<file path="src/rtl/ysyx_23060208_ifu_fetch_pkg.sv">
// Shared definitions for the ysyx_23060208 instruction fetch unit:
// the 3-bit state encoding, the OKAY response code and a small alignment helper.
package ysyx_23060208_ifu_fetch_pkg;

   // Fetch FSM state encoding (3 bits; kept as plain constants for legacy users)
   localparam logic [2:0] ST_IDLE = 3'd0;
   localparam logic [2:0] ST_AR   = 3'd1;
   localparam logic [2:0] ST_R    = 3'd2;
   localparam logic [2:0] ST_OUT  = 3'd3;
   localparam logic [2:0] ST_WAIT = 3'd4;

   // Memory read response code meaning a successful access
   localparam int RESP_OKAY = 0;

   // True when a byte address is not word aligned
   function automatic logic is_misaligned(input logic [1:0] addr_lo);
      return addr_lo != 2'b00;
   endfunction

endpackage

</file>
<file path="src/rtl/ysyx_23060208_ifu_fetch.sv">
// Instruction fetch unit: issues one read per fetch on an AXI-lite style
// read channel, hands the instruction to decode with a valid/ready handshake,
// and remembers fetch_en pulses that arrive while a fetch is in flight.
module ysyx_23060208_ifu_fetch
   import ysyx_23060208_ifu_fetch_pkg::*;
#(
   parameter int DATA_WIDTH = 32,
   parameter int RESP_W     = 2
) (
   input  logic                  clk,
   input  logic                  rst,
   input  logic [DATA_WIDTH-1:0] pc,
   input  logic                  fetch_en,
   output logic [DATA_WIDTH-1:0] araddr,
   output logic                  arvalid,
   input  logic                  arready,
   input  logic [DATA_WIDTH-1:0] rdata,
   input  logic [RESP_W-1:0]     rresp,
   input  logic                  rvalid,
   output logic                  rready,
   output logic [DATA_WIDTH-1:0] inst,
   output logic [DATA_WIDTH-1:0] inst_pc,
   output logic                  inst_err,
   output logic                  inst_valid,
   input  logic                  inst_ready
);

   logic [2:0]            state_q;
   logic [2:0]            state_d;
   logic [DATA_WIDTH-1:0] addr_q;
   logic [DATA_WIDTH-1:0] inst_q;
   logic                  err_q;
   logic                  pending_q;
   logic                  start_fetch;
   logic                  pc_misaligned;
   logic                  in_flight;

   assign pc_misaligned = is_misaligned(pc[1:0]);
   assign in_flight     = (state_q == ST_AR) || (state_q == ST_R) || (state_q == ST_OUT);

   // Next-state logic; a new fetch either goes to AR or, for a misaligned pc,
   // straight to OUT so that no bus request is ever issued for it
   always_comb begin
      state_d     = state_q;
      start_fetch = 1'b0;
      case (state_q)
         ST_IDLE: start_fetch = 1'b1;
         ST_AR:   if (arready) state_d = ST_R;
         ST_R:    if (rvalid) state_d = ST_OUT;
         ST_OUT:  if (inst_ready) state_d = ST_WAIT;
         ST_WAIT: if (fetch_en || pending_q) start_fetch = 1'b1;
         default: state_d = ST_IDLE;
      endcase
      if (start_fetch) begin
         state_d = pc_misaligned ? ST_OUT : ST_AR;
      end
   end

   // State, address/inst_pc, instruction, error and pending-fetch registers
   always_ff @(posedge clk) begin
      if (rst) begin
         state_q   <= ST_IDLE;
         addr_q    <= '0;
         inst_q    <= '0;
         err_q     <= 1'b0;
         pending_q <= 1'b0;
      end else begin
         state_q <= state_d;
         if (start_fetch) begin
            addr_q    <= pc;
            pending_q <= 1'b0;
            if (pc_misaligned) begin
               inst_q <= '0;
               err_q  <= 1'b1;
            end
         end else if (fetch_en && in_flight) begin
            pending_q <= 1'b1;
         end
         if ((state_q == ST_R) && rvalid) begin
            inst_q <= rdata;
            err_q  <= (rresp != RESP_W'(RESP_OKAY));
         end
      end
   end

   assign araddr     = addr_q;
   assign inst_pc    = addr_q;
   assign inst       = inst_q;
   assign inst_err   = err_q;
   assign arvalid    = (state_q == ST_AR);
   assign rready     = (state_q == ST_R);
   assign inst_valid = (state_q == ST_OUT);

endmodule

</file>
<file path="config.mk">
export PLATFORM = sky130hd
export DESIGN_NAME = ysyx_23060208_ifu_fetch
export DESIGN_NICKNAME = d
export VERILOG_FILES = /design/src/rtl/ysyx_23060208_ifu_fetch_pkg.sv /design/src/rtl/ysyx_23060208_ifu_fetch.sv
export SDC_FILE = /design/constraint.sdc
export NUM_CORES = 1
export LEC_CHECK = 0
export BUFFER_PORTS_ARGS = -buffer_cell sky130_fd_sc_hd__buf_4
export CORE_AREA = 5 5 85 146
export CTS_BUF_LIST = sky130_fd_sc_hd__clkbuf_16
export CTS_CLUSTER_SIZE = 40
export DETAILED_ROUTE_END_ITERATION = 12
export DIE_AREA = 0 0 90 151
export PLACE_DENSITY = 0.57
export SYNTH_ARGS = -nofsm -noshare
export SYNTH_HDL_FRONTEND = slang
export SYNTH_SLANG_ARGS = --single-unit
</file>
<file path="constraint.sdc">
create_clock -name clk -period 2 [get_ports clk]
set_input_delay 0.1 -clock clk [delete_from_list [all_inputs] [get_ports clk]]
set_output_delay 0.1 -clock clk [all_outputs]
set_load 0.05 [all_outputs]
</file>
### Yosys cells after proc, flatten, opt, wreduce, memory -nomap -nowiden

Index checks and enable logic that the tools add are counted.

* eq/ne operators: 8
* muxes and demuxes: 14
* reductions and logical operators: 14

Operators with widths (number)
* 2-to-1 mux 32 bit: 3
* 2-to-1 mux 3 bit: 4
* case mux 3 bit (4 select lines): 1
* nonzero test 2 bit: 4
* equality test 3 x 2 -> 1 bit (second input constant): 2
* inequality test 3 x 1 -> 1 bit (second input constant): 2
* 2-to-1 mux 1 bit: 4
* AND reduction 4 bit: 1
* OR reduction 2 bit: 2
* equality test 3 x 1 -> 1 bit (second input constant): 1
* equality test 3 bit (second input constant): 1
* zero test 3 bit: 1
* logical OR 1 bit: 3
* inequality test 3 x 2 -> 1 bit (second input constant): 1
* logical AND 1 bit: 2
* 2-to-1 mux 2 bit: 1
* inequality test 2 x 1 -> 1 bit (second input constant): 1
* case mux 1 bit (2 select lines): 1
* AND reduction 2 bit: 1

* input bits: 72
* register bits: 69
* logic and storage cells: 41
* output and inout port bits: 100

### Longest topological paths before layout

* depth in word-level cells: 5
* depth in mapped cells: 6
* depth with buffers taken out: 3

### Worst setup path before layout

No wires, ideal clock.

* path kind: reg-to-reg
* from: register state_q[0]
* to: register inst_q[10] (netlist: inst[10])
* library setup time: 140 ps
* setup slack: 480 ps
* buffers on the path: 3
* period minus slack after synthesis: 1520 ps
* arrival: 1380 ps
* cell stages (with the launch flop): 7
* required time: 1860 ps
* path through: dfxtp_1 -> buf_6 -> or2_1 -> buf_6 -> o31ai_4 -> buf_6 -> o32ai_2

* cells in the longest elaborated chain, start to end: 4
* elaborated cells on any way between the ends: 9
* classes of those cells: eq/ne (2); mux (2); reduce/logical (5)

RTL lines
* start, declared: RTL line ysyx_23060208_ifu_fetch.sv:28 `logic [2:0] state_q;`
* start signal, assigned: RTL line ysyx_23060208_ifu_fetch.sv:68 `state_q <= state_d;`
* equality test 3 bit (tied with other cells): RTL line ysyx_23060208_ifu_fetch.sv:46 `case (state_q)`
* case mux 1 bit (2 select lines) or logical AND 1 bit (tied branches): RTL line ysyx_23060208_ifu_fetch.sv:46, ysyx_23060208_ifu_fetch.sv:79
* nonzero test 2 bit (no source line)
* AND reduction 2 bit (no source line)
* end signal, assigned: RTL line ysyx_23060208_ifu_fetch.sv:80 `inst_q <= rdata;`
* end, declared: RTL line ysyx_23060208_ifu_fetch.sv:31 `logic [DATA_WIDTH-1:0] inst_q;`

Parallel ways exist; a longest one is shown, timed or not.
A chain may end at the register's enable or synchronous reset.

### Worst setup path in the final report

* from: register state_q[0]
* to: output port arvalid

* cells in the longest elaborated chain, start to end: 1

RTL lines
* equality test 3 x 1 -> 1 bit: RTL line ysyx_23060208_ifu_fetch.sv:90 `assign arvalid = (state_q == ST_AR);`
* end, declared: RTL line ysyx_23060208_ifu_fetch.sv:15 `output logic arvalid,`

No other way between the ends.

==> impl_metrics.ini <==
[synthesis]
synth_xor_xnor_area_share_pct = 0.2691
ys_types = 30
synthCells = 360
synth.cell_area_sq_mm = 0.003254
synth-adder-area-share_pct = 0
yosysTopAreaCell = dfxtp_1
synth.top_cell.area_share_pct = 42.45
yosys-top-cells-area = dfxtp_1, o32ai_2, buf_4, a21oi_1, nand3_1
synth_top_family_by_area = compound AO/OA/AOI/OAI gates
synth-compound-area-share_pct = 28.30
ys_seq_area_share_pct = 42.45
ys_ff_latch = 69
synth_simple_gate_area_share_pct = 12.19
synth_nets = 432
ys_warn_count = 0
synth_mux_area_share_pct = 0.3076
synth_area_per_cell_sq_um = 9.040

[timing]
fin_crit_sh_pct = 83.66
setup_tns_ps = 0
final-max-slew-violation-count = 0
rsz0062_at_grt = false
tightestPinTransition_ps = 519.9
hold_viol_final = 0
fmax_mhz = 597.6
fin_skew_ps = 2.525
relSlewSlack_pct = 65.31
setup_viol = 0
fin_crit_ps = 1673

[critical_path]
critical_path_required_ps = 1900
worst-r2r-cell-count = 4
crit_path_frequent_cell = nor2b_1
reg2reg_setup_slack_ps = 340
r2r-end = state_q[1]
cp_cell_sequence = nor2b_1, nor2b_1, buf_4
worstSetupPathType = flip-flop to output pin
worst_path_max_delay_cell = dfxtp_1
start_kind = flip-flop
r2r-start = state_q[1]
worstSetupEndpointType = output pin
crit_family = flip-flops
cp.buffers_inverters = 1
worstPathArrival_ps = 1570
cp_max_fo = 9
cpPeakStageDelay_ps = 510

[power_and_ir_drop]
netSwitchingPower_w = 0.002942
power.leakage_nw = 2.144
peakVddDrop_mv = 0.6907
p_per_area_mw_per_mm2 = 1395
comb_power_share_pct = 47.4
p_clk_share_pct = 25.1
swShare_pct = 44.47
finalPower_w = 0.006617
p_seq_share_pct = 27.5
internal-power_w = 0.003674

[floorplanning]
io_pins = 172
coreArea_sq_mm = 0.01104
dieArea_sq_mm = 0.01359
die_h_microns = 151
dieWidth_microns = 90
start_util_pct = 29.48
rows = 51

[layout]
nNetsFinal = 560
drive_gt1_share_pct = 47.06
syn2layout_area_growth_pct = 45.75
n_antenna_cell = 0
utilization_pct = 42.97

[routing]
met2WireLength_mm = 5.524
wire_per_inst_microns = 15.93
via_per_inst = 4.840
totalWireLength_mm = 9.954
drt_pass1_iterations = 4
dr_wl_met3_microns = 674
antenna_left = 0
met1_length_mm = 3.538
drt-initial-drc-count = 142
highest_layer = met4
vias = 3025
post-route-drc-count = 0

[min_path]
min-delay-start = pc[16]
min_path_cells = 3
hold_class = primary input to flip-flop
worst_hold_path.endpoint = araddr[16]

[clock_network]
cts_setup_buffers = 0
cts_tree = built
hold_buffers = 0
cts_buffers = 9
path_clk_slew_ps = 60
root_buffer = clkbuf_16
clock_latency_ps = 320
cts_resized = 0
cts.sinks = 69
htree_levels = 3
clock_path_buffers = 2

[place]
gp_congestion = 0.7918
port_buffers = 171
hpwlAfterDp_mm = 7.534

[global_routing]
grt_max_degree = 34
grt-ovfl-total = 0
grt_pass1_wl_mm = 15.60
antenna_found_initial = 0
track_usage_pct = 14.06
first_global_vias = 3116

[job]
cap_violations = 0

[outcome]
status = finished clean
==> how the worst max path moves through the flow <==
stage	startpoint	end	slack, ps	cells after the start
after global placement	state_q[1]	state_q[1]	420	4
after detailed placement	state_q[1]	state_q[1]	330	4
after global routing	state_q[0]	arvalid	220	3
final	state_q[0]	arvalid	330	3
after floorplan	state_q[0]	inst[10]	480	6
after CTS	state_q[0]	arvalid	290	3
==> cell usage in the layout, fill, tap and decap left out <==
cell type	n
nor2_2	1
buf_4	181
xnor2_1	1
and3b_1	1
nand4bb_4	1
nor2_1	5
o31a_1	1
clkinv_4	1
o31ai_4	1
clkinv_2	2
nand3_1	32
nor2b_1	2
o32ai_1	3
and2_1	1
nand2b_1	2
a32o_1	1
or2_1	1
dfxtp_1	69
mux2i_1	1
nor3_1	1
clkbuf_16	9
a21oi_1	35
o32ai_2	30
clkinv_1	1
nor3b_4	1
a32oi_1	1
inv_1	34
nand2_1	33
buf_12	2
o21a_1	3
bufinv_16	2
or3b_1	1
clkinvlp_4	1
o21ai_0	32
==> synth_stat cells <==
cell type  number
clkbuf_1       23
nor2b_1         2
or3b_1          1
a32oi_1         1
mux2i_1         1
buf_1           3
o32ai_2        30
nand4bb_1       1
nor3_1          1
o21a_1          3
or2_1           1
o21ai_0        32
a32o_1          1
and3b_1         1
dfxtp_1        69
buf_6           5
o31ai_4         1
o31a_1          1
and2_1          1
xnor2_1         1
o32ai_1         3
nand3_1        32
inv_1          34
a21oi_1        35
nor3b_4         1
nand2_1        33
buf_2           3
nor2_1          6
nand2b_1        2
buf_4          32
==> state kept, by name, summed over array words and instances (netlist names) <==
register   flops
araddr        32
inst          32
state_q        3
inst_err       1
pending_q      1
==> worst register-to-register path, stage by stage, from the launching register on <==
cell,delay (ps)
dfxtp_1,570
or2_1,230
buf_4,320
o32ai_1,150
a32o_1,280
==> area by class of cell <==
class                      count  area [sq um]
clock buffer                   9         225.2
clock inverter                 7         90.09
fill                        1112          6296
inverter                      34         127.6
multi-input combinational    191          1355
sequential                    69          1381
tap                          132         165.2
timing repair buffer         183          1399
==> routing by layer <==
layer	GRT usage (%)	up-vias
met3	4.225	10
met2	26.43	106
met4	5.887	0
met5	0	-
met1	14.29	1445
li1	-	1464
==> metrics by stage <==
step / hold slack [ps] / cells / worst slack [ps] / area, sq um
2_1_floorplan: 247.7 / 360 / 480.1 / 3254
3_3_place_gp: 364.2 / 609 / 422.8 / 4428
3_5_place_dp: 371.0 / 609 / 330.1 / 4428
4_1_cts: 24.14 / 625 / 287.6 / 4743
5_1_grt: 32.88 / 625 / 216.4 / 4743
6_report: 39.29 / 625 / 326.7 / 4743
==> kinds of logic (layout without fill, tap and decap cells) <==
logic type	count (synthesis)	in the layout
compound gates	107	107
buf+inv	100	233
simple gates	82	82
flops	69	69
xor+xnor	1	1
mux	1	1
==> power groups by stage <==
| stage | combinational (W) | sequential [W] | clock (W) |
|---|---|---|---|
| 6_report | 0.00314 | 0.00182 | 0.00166 |
| 3_3_place_gp | 0.00313 | 0.00184 | 0 |
| 4_1_cts | 0.00317 | 0.00183 | 0.00172 |
| 5_1_grt | 0.00332 | 0.00185 | 0.00179 |
| 2_1_floorplan | 0.00177 | 0.00251 | 0 |
| 3_5_place_dp | 0.00317 | 0.00185 | 0 |
Power figures use the tool's default switching activity.
